### src/rtl/rc4_ksa.sv
// RC4 key-scheduling stage: permutes the shared 256x8 S memory with a 3-byte key.
// Ports: clk, rst (sync, active-high); en/rdy start handshake; key[23:0] (byte 0 = key[23:16]);
//        s_addr/s_wrdata/s_wren drive the single-port S RAM, s_rddata returns the read one cycle later.
// Build option: define RC4_KSA_INIT_EN to fill S with the identity permutation before scheduling.
module rc4_ksa #(
  parameter int KEY_BYTES = 3
) (
  input  logic        clk,
  input  logic        rst,
  input  logic        en,
  output logic        rdy,
  input  logic [23:0] key,
  output logic [7:0]  s_addr,
  input  logic [7:0]  s_rddata,
  output logic [7:0]  s_wrdata,
  output logic        s_wren
);

  localparam logic [2:0] ST_IDLE  = 3'd0;
  localparam logic [2:0] ST_RD_I  = 3'd1;
  localparam logic [2:0] ST_CAP_I = 3'd2;
  localparam logic [2:0] ST_RD_J  = 3'd3;
  localparam logic [2:0] ST_CAP_J = 3'd4;
  localparam logic [2:0] ST_WR_J  = 3'd5;
  localparam logic [2:0] ST_WR_I  = 3'd6;
`ifdef RC4_KSA_INIT_EN
  localparam logic [2:0] ST_INIT  = 3'd7;
`endif

  localparam logic [1:0] KIDX_LAST = 2'(KEY_BYTES - 1);

  logic [2:0]  state_q, state_d;
  logic [7:0]  i_q, i_d;
  logic [7:0]  j_q, j_d;
  logic [1:0]  kidx_q, kidx_d;
  logic [23:0] key_q, key_d;
  logic [7:0]  si_q, si_d;
  logic [7:0]  sj_q, sj_d;
  logic        rdy_q, rdy_d;
  logic [7:0]  addr_q, addr_d;
  logic [7:0]  wrdata_q, wrdata_d;
  logic        wren_q, wren_d;

  logic [7:0]  kbyte;
  logic [7:0]  j_next;

  always_comb begin
    case (kidx_q)
      2'd0:    kbyte = key_q[23:16];
      2'd1:    kbyte = key_q[15:8];
      default: kbyte = key_q[7:0];
    endcase
  end

  assign j_next = j_q + s_rddata + kbyte;

  // Output registers are loaded with the values of the state being entered,
  // so every RAM control signal comes straight from a flop.
  always_comb begin
    state_d  = state_q;
    i_d      = i_q;
    j_d      = j_q;
    kidx_d   = kidx_q;
    key_d    = key_q;
    si_d     = si_q;
    sj_d     = sj_q;
    rdy_d    = 1'b0;
    addr_d   = 8'd0;
    wrdata_d = 8'd0;
    wren_d   = 1'b0;
    case (state_q)
      ST_IDLE: begin
        rdy_d = 1'b1;
        if (en) begin
          key_d  = key;
          i_d    = 8'd0;
          j_d    = 8'd0;
          kidx_d = 2'd0;
          rdy_d  = 1'b0;
`ifdef RC4_KSA_INIT_EN
          state_d = ST_INIT;
          wren_d  = 1'b1;
`else
          state_d = ST_RD_I;
`endif
        end
      end
`ifdef RC4_KSA_INIT_EN
      ST_INIT: begin
        if (i_q == 8'hFF) begin
          i_d     = 8'd0;
          state_d = ST_RD_I;
        end else begin
          i_d      = i_q + 8'd1;
          addr_d   = i_q + 8'd1;
          wrdata_d = i_q + 8'd1;
          wren_d   = 1'b1;
        end
      end
`endif
      ST_RD_I: begin
        state_d = ST_CAP_I;
      end
      ST_CAP_I: begin
        si_d    = s_rddata;
        j_d     = j_next;
        addr_d  = j_next;
        state_d = ST_RD_J;
      end
      ST_RD_J: begin
        state_d = ST_CAP_J;
      end
      ST_CAP_J: begin
        sj_d     = s_rddata;
        addr_d   = j_q;
        wrdata_d = si_q;
        wren_d   = 1'b1;
        state_d  = ST_WR_J;
      end
      ST_WR_J: begin
        addr_d   = i_q;
        wrdata_d = sj_q;
        wren_d   = 1'b1;
        state_d  = ST_WR_I;
      end
      ST_WR_I: begin
        if (i_q == 8'hFF) begin
          rdy_d   = 1'b1;
          state_d = ST_IDLE;
        end else begin
          i_d     = i_q + 8'd1;
          kidx_d  = (kidx_q == KIDX_LAST) ? 2'd0 : kidx_q + 2'd1;
          addr_d  = i_q + 8'd1;
          state_d = ST_RD_I;
        end
      end
      default: begin
        rdy_d   = 1'b1;
        state_d = ST_IDLE;
      end
    endcase
  end

  always_ff @(posedge clk) begin
    if (rst) begin
      state_q  <= ST_IDLE;
      i_q      <= 8'd0;
      j_q      <= 8'd0;
      kidx_q   <= 2'd0;
      key_q    <= 24'd0;
      si_q     <= 8'd0;
      sj_q     <= 8'd0;
      rdy_q    <= 1'b1;
      addr_q   <= 8'd0;
      wrdata_q <= 8'd0;
      wren_q   <= 1'b0;
    end else begin
      state_q  <= state_d;
      i_q      <= i_d;
      j_q      <= j_d;
      kidx_q   <= kidx_d;
      key_q    <= key_d;
      si_q     <= si_d;
      sj_q     <= sj_d;
      rdy_q    <= rdy_d;
      addr_q   <= addr_d;
      wrdata_q <= wrdata_d;
      wren_q   <= wren_d;
    end
  end

  assign rdy      = rdy_q;
  assign s_addr   = addr_q;
  assign s_wrdata = wrdata_q;
  assign s_wren   = wren_q;

endmodule

### config.mk
export PLATFORM = sky130hd
export DESIGN_NAME = rc4_ksa
export DESIGN_NICKNAME = d
export VERILOG_FILES = /design/src/rtl/rc4_ksa.sv
export SDC_FILE = /design/constraint.sdc
export NUM_CORES = 1
export LEC_CHECK = 0
export BUFFER_PORTS_ARGS = -buffer_cell sky130_fd_sc_hd__buf_2
export CAP_MARGIN = 40
export CORE_UTILIZATION = 40
export DETAILED_ROUTE_END_ITERATION = 10
export PLACE_DENSITY_LB_ADDON = 0.15
export SLEW_MARGIN = 15
export SYNTH_ARGS = -nofsm -noshare
export SYNTH_HDL_FRONTEND = slang
export SYNTH_SLANG_ARGS = --single-unit
### constraint.sdc
create_clock -name clk -period 4.1 [get_ports clk]
set_input_delay 0.205 -clock clk [delete_from_list [all_inputs] [get_ports clk]]
set_output_delay 0.205 -clock clk [all_outputs]
set_load 0.03 [all_outputs]
# Yosys cells after proc, flatten, opt, wreduce, memory -nomap -nowiden
# Index checks and enable logic that the tools add are counted.
# word_totals
memories	0
latchBits	0
ramBits	0
out_inout_bits	18
elab_cells	54
inputBits	35
romBits	0
register_bits	79
# op_classes
n_bitwise	0
div_mod_pow	0
reduce_logical	9
n_shift	0
mux	19
n_addsub	4
order_cmp	0
mul	0
eq_ne	11
# op_table
operator	count
one-hot mux 8 bit (2 select lines)	4
one-hot mux 8 bit (4 select lines)	1
two-way mux 8 bit	3
one-hot mux 3 bit (7 select lines)	1
adder 8 bit	2
== test 3 bit (second input constant)	3
adder 8 x 1 -> 8 bit (second input constant)	1
== test 8 bit (second input constant)	1
== test 3 x 2 -> 1 bit (second input constant)	2
two-way mux 2 bit	3
OR reduction 5 bit	1
two-way mux 1 bit	4
!= test 2 bit (second input constant)	2
one-hot mux 2 bit (2 select lines)	1
AND reduction 2 bit	2
nonzero test 2 bit	2
== test 3 x 1 -> 1 bit (second input constant)	1
zero test 3 bit	1
two-way mux 3 bit	1
one-hot mux 1 bit (3 select lines)	1
AND reduction 3 bit	1
adder 2 x 1 -> 2 bit (second input constant)	1
== test 2 x 1 -> 1 bit (second input constant)	1
== test 2 bit (second input constant)	1
2 further kinds	2

# Depth between registers and ports, before layout
# Gate-level depths: netlist of run 1.
# logic_depth
word_depth	4
ltp_mapped	13
depth_no_buf	11

# Least setup slack after synthesis of run 1
# Ideal clock, no wire load.
# synth_timing
path_type	reg2reg
from	register kidx_q[1]
to	register addr_q[7], in the netlist s_addr[7]
n_path_buf	2
slack_ns	1.345
required_time_ns	4.026
setup_ns	0.074
arrival_time_ns	2.681
period_less_slack_ns	2.755
path_stages_with_launch	14
cell_sequence	dfxtp_1 > buf_2 > clkbuf_1 > nand2_1 > o21ai_0 > fa_1 > ha_1 > inv_1 > fa_1 > nor2b_1 > o31ai_1 > a21oi_1 > or4_4 > o211ai_2
# synth_via
elab_chain_len	4
word_cells_on_any_way	5
classes_between	add/sub: 1; eq/ne: 1; mux: 2; reduce/logical: 1
# synth_lines
item	line_no	text
start, declared	35	logic [1:0] kidx_q, kidx_d;
start signal, assigned	161	kidx_q <= kidx_d;
== test 2 x 1 -> 1 bit or zero test 2 bit (tied branches)	48	case (kidx_q)
one-hot mux 8 bit (2 select lines) *	48	
adder 8 bit *	55	assign j_next = j_q + s_rddata + kbyte;
one-hot mux 8 bit (4 select lines) *	71	case (state_q)
end signal, assigned	166	addr_q <= addr_d;
end, declared	40	logic [7:0] addr_q, addr_d;
# Every way passes the cells marked *; elsewhere a longest branch is shown, timed or not.
# A chain may end at the register's enable or synchronous reset.

# Worst setup path after layout of run 1
# layout_timing
from	register kidx_q[0]
to	register addr_q[7], in the netlist s_addr[7]
# The elaborated chain is that of the path after synthesis.

==> impl_metrics.env, run 1 <==
export IMPL_die_h_microns=99.9
export IMPL_swShare_pct=26.9
export IMPL_switchingPower_uw=489
export IMPL_cts_sinks=79
export IMPL_worstHoldStart="key[19]"
export IMPL_synthMuxAreaShare_pct=6.01
export IMPL_seqPwrFrac_pct=45.7
export IMPL_drt_iter0_drc=179
export IMPL_crit_slowest_cell="dfxtp_1"
export IMPL_cts_root_buf="clkbuf_8"
export IMPL_worstSetupStartpoint="kidx_q[0]"
export IMPL_worstSetupEndpointType="flip-flop"
export IMPL_place_gp_congestion=0.824
export IMPL_fin_crit_ns=3.08
export IMPL_arrival_ns=3.35
export IMPL_grt_ovfl_total=0
export IMPL_p_int_mw=1.33
export IMPL_setup_violations=0
export IMPL_nets=543
export IMPL_ys_flop_type="dfxtp_1"
export IMPL_synth_edf_count=0
export IMPL_ys_seq_area_share_pct=41.3
export IMPL_ant_nets=0
export IMPL_yosysTopAreaCell="dfxtp_1"
export IMPL_finalClockSkew_ns=0.0108
export IMPL_p_leak_nw=1.61
export IMPL_wirelength_mm=8.87
export IMPL_h_tree_depth=3
export IMPL_outcome="completed"
export IMPL_synth_area_leaders="dfxtp_1, nand2_1, a21oi_1"
export IMPL_syn_nets=510
export IMPL_antenna_found_initial=0
export IMPL_viasPerCell=5.11
export IMPL_synth_cells=460
export IMPL_hold_ws_ns=0.0787
export IMPL_p_clk_share_pct=39.7
export IMPL_die_area_sq_um=9970
export IMPL_grt_pass1_vias=3046
export IMPL_clk_pin_slew_worst_paths_ns=0.09
export IMPL_slew_headroom_pct=44.5
export IMPL_cts_tree="built"
export IMPL_synth_compound_area_share_pct=18.5
export IMPL_fin_setup_tns_ns=0
export IMPL_syn_area_per_cell_sq_um=8.33
export IMPL_core_region_area_sq_um=9240
export IMPL_cts_resized=0
export IMPL_postCtsSetupBuffers=0
export IMPL_irDropWorstVdd_mv=0.148
export IMPL_cp_start_kind="flip-flop"
export IMPL_rsz0062_at_grt="no"
export IMPL_synthAdderAreaFrac_pct=6.47
export IMPL_holdBufCountCts=0
export IMPL_hold_violations=0
export IMPL_initial_core_util_pct=41.4
export IMPL_rows=35
export IMPL_max_freq_mhz=325
export IMPL_grt_pass1_wl_mm=14.9
export IMPL_async_flop_share_pct=0
export IMPL_synth_top_family_by_area="simple AND/OR/NAND/NOR gates"
export IMPL_route_detailed_drc=0
export IMPL_synth_seq_cells=79
export IMPL_cts_buffers=9
export IMPL_cp_required_ns=4.38
export IMPL_netlist_area_sq_um=3830
export IMPL_cts_buffer_depth=2
export IMPL_p_per_area_nw_per_um2=416
export IMPL_yosys_area_share_xor_xnor_pct=2.06
export IMPL_report_final_slew_viol_count=0
export IMPL_final_layout_size_suffix_gt1_share_pct=16.7
export IMPL_synth_simple_area_share_pct=20.7
export IMPL_fp_dieW_microns=99.9
export IMPL_grt_start_max_net_pins=42
export IMPL_ys_types=46
export IMPL_crit_fanout=11
export IMPL_port_buffers=52
export IMPL_io_pins=53
export IMPL_max_cap_viol_count=0
export IMPL_synth_warnings=0
export IMPL_area_growth_pct=14.0
export IMPL_firstDrtPassIters=4
export IMPL_synth_top_area_share_pct=41.3
export IMPL_dp_hpwl_mm=6.33
export IMPL_clk_latency_ns=0.35
export IMPL_num_antenna_cells=0
export IMPL_hp_class="input pin to flip-flop"
export IMPL_grt_util_all_layers_pct=19.2
export IMPL_wl_per_cell_microns=14.1
export IMPL_max_stage_delay_ns=0.66
export IMPL_criticalPathCategory="flip-flop to flip-flop"
export IMPL_cp_common_cell="fa_1"
export IMPL_combPwrFrac_pct=14.6
export IMPL_fin_crit_sh_pct=75.0
export IMPL_vias=3201
export IMPL_reg2reg_from="kidx_q[0]"
export IMPL_worst_pin_slew_ns=0.832
export IMPL_worstPathCellList="mux2i_1, o21ai_0, fa_1, ha_1, inv_1, fa_1, nor2b_1, o31ai_1, a21oi_1, or4_4, o211ai_2"
## synth_stat cells, types with 4 or more instances
cell,number
nand3b_1,6
dfxtp_1,79
nand3_1,6
a311oi_1,5
ha_1,7
nor2_1,37
mux2i_1,23
nand2b_1,7
fa_1,8
nand2_1,99
xnor2_1,5
xor2_1,4
inv_1,8
buf_2,19
a211oi_1,4
or2_1,4
a21oi_1,68
o21ai_1,11
o21ai_0,10
clkbuf_1,11
## worst paths after layout
kind | end | slack, ns | cells past startpoint
worst min register to register | key_q[7] | 0.46 | 2
worst min-delay path | key_q[19] | 0.08 | 3
worst max register to register | s_addr[7] | 1.02 | 11
worst max-delay path | s_addr[7] | 1.02 | 11
## layout by cell type, fill, tap and decap left out, types with 2 or more instances in the layout
master     Yosys  routed
inv_1          8       8
or2_1          4       4
nor2_1        37      37
o21ai_1       11      11
nor3b_1        2       2
a21oi_1       68      68
o22ai_1        3       3
buf_4          3       3
a41oi_1        2       2
ha_1           7       7
fa_1           8       8
bufinv_16      0       3
inv_6          0       2
nand2b_1       7       7
nor3_1         2       2
nor2b_1        3       3
a21o_1         2       2
buf_2         19      52
nand2_1       99      99
dfxtp_1       79      79
a211oi_1       4       4
a311oi_2       2       2
clkbuf_8       0      10
o211ai_1       2       2
nand3_1        6       6
nor3_2         2       2
xor2_1         4       4
a311oi_1       5       5
nand3b_1       6       6
o21ai_0       10      10
xnor2_1        5       5
mux2i_1       23      23
## power groups by stage
stage	clock (mW)	sequential (mW)	combinational, mW
after floorplan	0	0.838	0.203
after global placement	0	0.850	0.262
after detailed placement	0	0.850	0.267
after CTS	0.739	0.832	0.267
after global routing	0.777	0.837	0.300
final	0.722	0.832	0.266
## through the flow
stage	setup WS [ns]	utilization [%]	cell area, sq um	std cells	total power, mW
after floorplan	1.35	-	3830	460	1.04
after global placement	1.16	44.5	4120	611	1.11
after detailed placement	1.04	44.5	4120	611	1.12
after CTS	1.02	47.3	4370	627	1.84
after global routing	0.775	47.3	4370	627	1.91
final	1.02	47.3	4370	627	1.82
## cell families (layout without fill, tap and decap cells)
logic type | Yosys count | in the layout
AND/OR/NAND/NOR | 175 | 175
AO/OA/AOI/OAI | 117 | 117
flip-flops | 79 | 79
buffers and inverters | 42 | 80
multiplexers | 23 | 23
adder cells (fa/ha/maj) | 15 | 15
XOR/XNOR | 9 | 9
## metal layers
| metal | part of all wire (%) | vias to the layer above | GRT usage, % | wire length (microns) |
|---|---|---|---|---|
| li1 | - | 1624 | - | - |
| met1 | 50 | 1495 | 27.0 | 4460 |
| met2 | 45 | 71 | 29.4 | 4000 |
| met3 | 3.2 | 11 | 3.13 | 280 |
| met4 | 1.4 | 0 | 7.58 | 127 |
| met5 | 0 | - | 0 | 0 |
## layout make-up
type / instances / area (sq um)
multi-input combinational: 339 / 2060
sequential: 79 / 1580
clock inverter: 6 / 115
inverter: 9 / 33.8
clock buffer: 10 / 138
tap: 129 / 161
fill: 941 / 4870
timing repair buffer: 55 / 283
## critical path: cells and delay by family (launching register included)
family	cells	cell delay, ns
fa+ha+maj	3	0.90
compound gates	4	0.72
simple gates	2	0.51
buf+inv	1	0.08
flops	1	0.66
mux	1	0.13
## state kept, by name (all words and copies together), names as in the netlist
signal	count
key_q	24
s_wrdata	8
sj_q	8
i_q	8
state_q	3
s_addr	8
rdy	1
j_q	8
si_q	8
s_wren	1
kidx_q	2
Note: power is estimated with default switching activity, not from simulation.
==> inputs of run 2 (changes only) <==
ABC_AREA = 1   (was unset)
clock period = 2.7 ns   (was 4.1 ns; I/O delays follow)
==> run 2 against run 1 <==
The run now ends with design-rule violations left. Power up 58%. Largest cell class unchanged. Worst setup slack worse by 0.85 ns. Global-route usage down 0.60 points. Non-clock buffer count up 5. Register-to-register slack worse by 0.85 ns. Fmax up 22%. Highest routed layer unchanged. Critical path type unchanged. Worst hold slack worse by 0.021 ns. Critical endpoint is now s_addr[2].
==> impl_metrics.env, run 2 <==
export IMPL_p_clk_share_pct=36.0
export IMPL_rsz0062_at_grt="no"
export IMPL_initial_core_util_pct=41.9
export IMPL_die_area_sq_um=9610
export IMPL_synth_warnings=0
export IMPL_max_freq_mhz=396
export IMPL_synth_top_area_share_pct=42.9
export IMPL_grt_ovfl_total=0
export IMPL_ys_flop_type="dfxtp_1"
export IMPL_worstPathCellList="inv_2, buf_6, o221ai_1, fa_1, inv_1, fa_2, or2_1, o21ai_0, a21oi_1, a21oi_1"
export IMPL_netlist_area_sq_um=3690
export IMPL_vias=3177
export IMPL_switchingPower_uw=796
export IMPL_worst_pin_slew_ns=0.619
export IMPL_cts_tree="built"
export IMPL_path_depth=10
export IMPL_yosysTopAreaCell="dfxtp_1"
export IMPL_max_stage_delay_ns=0.56
export IMPL_hold_violations=0
export IMPL_hold_ws_ns=0.0581
export IMPL_clk_latency_ns=0.35
export IMPL_grt_pass1_wl_mm=14.1
export IMPL_worst_path_buf_inv=3
export IMPL_grt_util_all_layers_pct=18.6
export IMPL_postCtsSetupBuffers=0
export IMPL_most_common_layout_cells="dfxtp_1, inv_1, nand2_1"
export IMPL_wl_per_cell_microns=13.0
export IMPL_core_region_area_sq_um=8810
export IMPL_ys_types=41
export IMPL_place_gp_congestion=0.845
export IMPL_synth_edf_count=0
export IMPL_synth_most_common_cell="dfxtp_1"
export IMPL_slew_headroom_pct=58.6
export IMPL_criticalPathCategory="flip-flop to flip-flop"
export IMPL_cts_root_buf="clkbuf_8"
export IMPL_holdBufCountCts=0
export IMPL_cp_common_cell="a21oi_1"
export IMPL_p_leak_nw=1.81
export IMPL_irDropWorstVdd_mv=0.283
export IMPL_seqPwrFrac_pct=45.4
export IMPL_final_layout_size_suffix_gt1_share_pct=20.1
export IMPL_dp_hpwl_mm=6.12
export IMPL_worstSetupEndpointType="flip-flop"
export IMPL_crit_family="adder cells"
export IMPL_violations="design-rule violations"
export IMPL_port_buffers=52
export IMPL_worstRegToRegCells=10
export IMPL_p_per_area_nw_per_um2=656
export IMPL_largest_reg_flops=24
export IMPL_rows=34
export IMPL_synth_seq_cells=79
export IMPL_report_final_slew_viol_count=0
export IMPL_num_antenna_cells=0
export IMPL_syn_nets=524
export IMPL_whs_path_depth=3
export IMPL_ant_nets=0
export IMPL_fin_crit_ns=2.53
export IMPL_wirelength_mm=8.34
export IMPL_io_pins=53
export IMPL_h_tree_depth=3
export IMPL_combPwrFrac_pct=18.6
export IMPL_route_detailed_drc=2
export IMPL_async_flop_share_pct=0
export IMPL_syn_area_per_cell_sq_um=7.78
export IMPL_firstDrtPassIters=7
export IMPL_max_cap_viol_count=0
export IMPL_crit_slowest_cell="fa_1"
export IMPL_fin_setup_tns_ns=0
export IMPL_fin_crit_sh_pct=93.6
export IMPL_cts_buffers=9
export IMPL_outcome="complete, but fails checks"
export IMPL_nets=577
export IMPL_antenna_found_initial=0
export IMPL_finalClockSkew_ns=0.0106
export IMPL_cts_buffer_depth=2
export IMPL_grt_start_max_net_pins=49
export IMPL_fp_dieW_microns=98.0
export IMPL_timing_reg2reg_setup_slack_ns=0.17
export IMPL_p_int_mw=2.07
export IMPL_ys_seq_area_share_pct=42.9
export IMPL_drt_iter0_drc=116
export IMPL_setup_violations=0
export IMPL_viasPerCell=4.96
export IMPL_clk_pin_slew_worst_paths_ns=0.08
export IMPL_crit_fanout=8
export IMPL_die_h_microns=98.0
export IMPL_top_register="key_q"
export IMPL_area_growth_pct=18.5
export IMPL_final_common_cell="dfxtp_1"
export IMPL_cts_sinks=79
export IMPL_ys_top_cells_by_count="dfxtp_1, inv_1, nand2_1"
export IMPL_swShare_pct=27.7
export IMPL_arrival_ns=2.74
export IMPL_grt_pass1_vias=2929
export IMPL_cp_required_ns=2.92
export IMPL_cp_start_kind="flip-flop"
export IMPL_synth_cells=474
export IMPL_hp_class="input pin to flip-flop"
export IMPL_synth_area_leaders="dfxtp_1, a21oi_1, inv_1"
run 2: changes by cell type in the layout (fill, tap and decap cells not counted), moves of 7 or more:
cell      change
nor2_1       -17
nand2b_1      -7
mux2i_1      -23
inv_1        +67
nand3_1       +9
o21ai_1       -7
nand2_1      -27
o21ai_0      +35
run 2: power by group through the flow:
stage | logic, mW | clock network, mW | registers (mW)
2_1_floorplan | 0.362 | 0 | 1.33
3_3_place_gp | 0.501 | 0 | 1.33
3_5_place_dp | 0.508 | 0 | 1.33
4_1_cts | 0.511 | 1.05 | 1.30
5_1_grt | 0.605 | 1.11 | 1.31
6_report | 0.534 | 1.03 | 1.30
run 2: what timing repair did:
item                                    in CTS  in global routing
gates resized for setup                      0                 19
endpoints found under the hold margin        0                  0
endpoints found under the setup margin       0                 10
run 2: layout make-up:
class                      instances  area (sq um)
clock buffer                      14           183
clock inverter                     2          60.1
fill                             893          4430
inverter                          82           314
multi-input combinational        295          1770
sequential                        79          1580
tap                              108           135
timing repair buffer              60           324
run 2: kinds of logic after synthesis:
logic type	count (synthesis)	share of synthesized area (%)
XOR/XNOR	1	0.237
AO/OA/AOI/OAI	144	21.5
AND/OR/NAND/NOR	135	17.8
flip-flops	79	42.9
buffers and inverters	100	10.9
adder cells (fa/ha/maj)	15	6.71
run 2: routing by layer:
layer / track usage (%) / part of all wire, % / wire [microns]
met3: 2.93 / 3.8 / 314
met5: 0 / 0 / 0
met1: 25.5 / 51 / 4240
met2: 29.2 / 44 / 3640
met4: 7.81 / 1.6 / 136
run 2: worst register-to-register path, stage by stage, from the launching register on:
cell and delay [ns]:
dfxtp_2 0.35, inv_2 0.08, buf_6 0.14, o221ai_1 0.18, fa_1 0.56, inv_1 0.08, fa_2 0.56, or2_1 0.12
o21ai_0 0.08, a21oi_1 0.17, a21oi_1 0.08
run 2: worst paths after layout:
kind                            startpoint   endpoint
worst min register to register   key_q[12]  key_q[12]
worst max register to register   kidx_q[1]  s_addr[2]
worst min-delay path               key[15]  key_q[15]
worst max-delay path             kidx_q[1]  s_addr[2]
run 2: per-stage QoR:
step | setup WS [ns] | total power [mW] | util (%) | instance area, sq um | instances
after global placement | 0.104 | 1.83 | 46.1 | 4060 | 624
after global routing | 0.0151 | 3.03 | 49.6 | 4370 | 640
after CTS | 0.0423 | 2.87 | 48.8 | 4300 | 640
final | 0.174 | 2.87 | 49.6 | 4370 | 640
after detailed placement | 0.0513 | 1.84 | 46.1 | 4060 | 624
after floorplan | 0.118 | 1.69 | - | 3690 | 474
==> inputs of run 3 (changes only) <==
--- a/config.mk
+++ b/config.mk
@@ -6,5 +6,4 @@
 export NUM_CORES = 1
 export LEC_CHECK = 0
-export ABC_AREA = 1
 export BUFFER_PORTS_ARGS = -buffer_cell sky130_fd_sc_hd__buf_2
 export CAP_MARGIN = 40
==> constraint.sdc (replaced) <==
create_clock -name clk -period 2.7 [get_ports clk]
set_input_delay 0.135 -clock clk [delete_from_list [all_inputs] [get_ports clk]]
set_output_delay 0.135 -clock clk [all_outputs]
set_load 0.1 [all_outputs]
==> run 3 against run 2 <==
Largest power group unchanged. Worst hold slack worse by 0.048 ns. Flip-flop and latch count unchanged. The flow now finishes without violations. Cell count up 0.78%. Critical path depth up 1. Fmax down 3.5%.
==> impl_metrics.env, run 3 (synthesis gave the netlist of run 1 again) <==
export IMPL_outcome="completed"
export IMPL_rows=35
export IMPL_cp_start_kind="flip-flop"
export IMPL_wl_per_cell_microns=13.9
export IMPL_final_layout_size_suffix_gt1_share_pct=22.5
export IMPL_nets=561
export IMPL_setup_violations=0
export IMPL_place_gp_congestion=0.903
export IMPL_worstRegToRegCells=11
export IMPL_cts_root_buf="clkbuf_8"
export IMPL_die_h_microns=99.9
export IMPL_hold_violations=0
export IMPL_setup_ws_ns=0.0832
export IMPL_die_area_sq_um=9970
export IMPL_fin_crit_ns=2.62
export IMPL_area_growth_pct=18.5
export IMPL_report_final_slew_viol_count=0
export IMPL_rsz0062_at_grt="yes"
export IMPL_num_antenna_cells=0
export IMPL_wirelength_mm=8.99
export IMPL_worst_pin_slew_ns=0.679
export IMPL_fin_crit_sh_pct=96.9
export IMPL_criticalPathCategory="flip-flop to flip-flop"
export IMPL_hp_class="input pin to flip-flop"
export IMPL_io_pins=53
export IMPL_finalClockSkew_ns=0.0131
export IMPL_cts_tree="built"
export IMPL_irDropWorstVdd_mv=0.279
export IMPL_hold_ws_ns=0.0102
export IMPL_most_common_layout_cells="nand2_1, dfxtp_1, a21oi_1"
export IMPL_p_leak_nw=1.68
export IMPL_path_depth=11
export IMPL_clk_latency_ns=0.35
export IMPL_viasPerCell=5.00
export IMPL_clk_pin_slew_worst_paths_ns=0.09
export IMPL_max_cap_viol_count=0
export IMPL_crit_family="adder cells"
export IMPL_top_register="key_q"
export IMPL_port_buffers=52
export IMPL_p_total_mw=2.66
export IMPL_fp_dieW_microns=99.9
export IMPL_ant_nets=0
export IMPL_vias=3227
export IMPL_cts_buffer_depth=2
export IMPL_grt_pass1_vias=2920
export IMPL_grt_start_max_net_pins=53
export IMPL_largest_reg_flops=24
export IMPL_max_stage_delay_ns=0.52
export IMPL_slew_headroom_pct=54.4
export IMPL_arrival_ns=2.89
export IMPL_max_freq_mhz=382
export IMPL_reg2reg_from="kidx_q[0]"
export IMPL_firstDrtPassIters=5
export IMPL_worst_path_buf_inv=2
export IMPL_cts_sinks=79
export IMPL_core_region_area_sq_um=9240
export IMPL_grt_util_all_layers_pct=19.1
export IMPL_drt_iter0_drc=116
export IMPL_dp_hpwl_mm=6.50
export IMPL_worstHoldStart="key[5]"
export IMPL_final_common_cell="nand2_1"
export IMPL_crit_slowest_cell="fa_2"
export IMPL_grt_pass1_wl_mm=14.8
export IMPL_initial_core_util_pct=41.4
export IMPL_route_detailed_drc=0
export IMPL_crit_fanout=5
export IMPL_grt_ovfl_total=0
export IMPL_worstSetupEndpointType="flip-flop"
export IMPL_h_tree_depth=3
export IMPL_cp_common_cell="fa_2"
export IMPL_antenna_found_initial=0
export IMPL_p_per_area_nw_per_um2=586
export IMPL_whs_path_depth=3
export IMPL_worstPathCellList="buf_6, mux2i_1, o21ai_1, fa_2, inv_2, fa_2, nor2b_4, o31ai_4, a21oi_2, or4_4, o211ai_2"
export IMPL_dpl_worst_slack_ns=-0.0756
export IMPL_cts_buffers=9
export IMPL_cp_required_ns=2.97
export IMPL_worstSetupStartpoint="kidx_q[0]"
==> run 3: worst register-to-register path, stage by stage, from the launching register on <==
cell      delay, ns
dfxtp_4        0.39
buf_6          0.12
mux2i_1        0.18
o21ai_1        0.12
fa_2           0.52
inv_2          0.08
fa_2           0.22
nor2b_4        0.05
o31ai_4        0.25
a21oi_2        0.09
or4_4          0.44
o211ai_2       0.09
==> run 3: metrics by stage <==
| stage | utilization, % | instances | TNS, ns | area (sq um) |
|---|---|---|---|---|
| 2_1_floorplan | - | 460 | 0 | 3830 |
| 3_3_place_gp | 46.0 | 629 | -0.0407 | 4250 |
| 3_5_place_dp | 46.0 | 629 | -0.232 | 4250 |
| 4_1_cts | 48.4 | 645 | 0 | 4470 |
| 5_1_grt | 49.1 | 645 | -0.161 | 4540 |
| 6_report | 49.1 | 645 | 0 | 4540 |
==> run 3: worst paths after layout <==
path	slack [ns]	end
setup / recovery	0.08	s_addr[7]
hold reg to reg	0.46	key_q[14]
hold / removal	0.01	key_q[5]
setup reg to reg	0.08	s_addr[7]
==> run 3: where the power goes <==
group / internal (mW) / switching [mW] / leakage, nW
Sequential: 1.22 / 0.0358 / 0.643
Combinational: 0.209 / 0.302 / 0.940
Clock: 0.437 / 0.459 / 0.101
Total: 1.86 / 0.797 / 1.68
==> run 3: repair_timing <==
item | CTS | global route
gates cloned | 0 | 0
hold buffers | 0 | 0
pin swaps | 0 | 10
gates resized for setup | 5 | 18
endpoints found under the setup margin | 6 | 8
buffers inserted | 0 | 0
==> run 3: area by class of cell <==
cell class	count	area (sq um)
fillers	898	4700
multi-input cells	339	2130
flip-flops and latches	79	1590
repair buffers	73	422
well taps	129	161
clock buffers	9	124
clock inverters	7	77.6
inverters	9	33.8
==> run 3: metal layers <==
layer	wire, microns	up-vias	GRT usage [%]
li1	-	1667	-
met1	4480	1502	28.1
met2	4100	52	28.8
met3	315	6	2.44
met4	86	0	6.79
met5	0	-	0
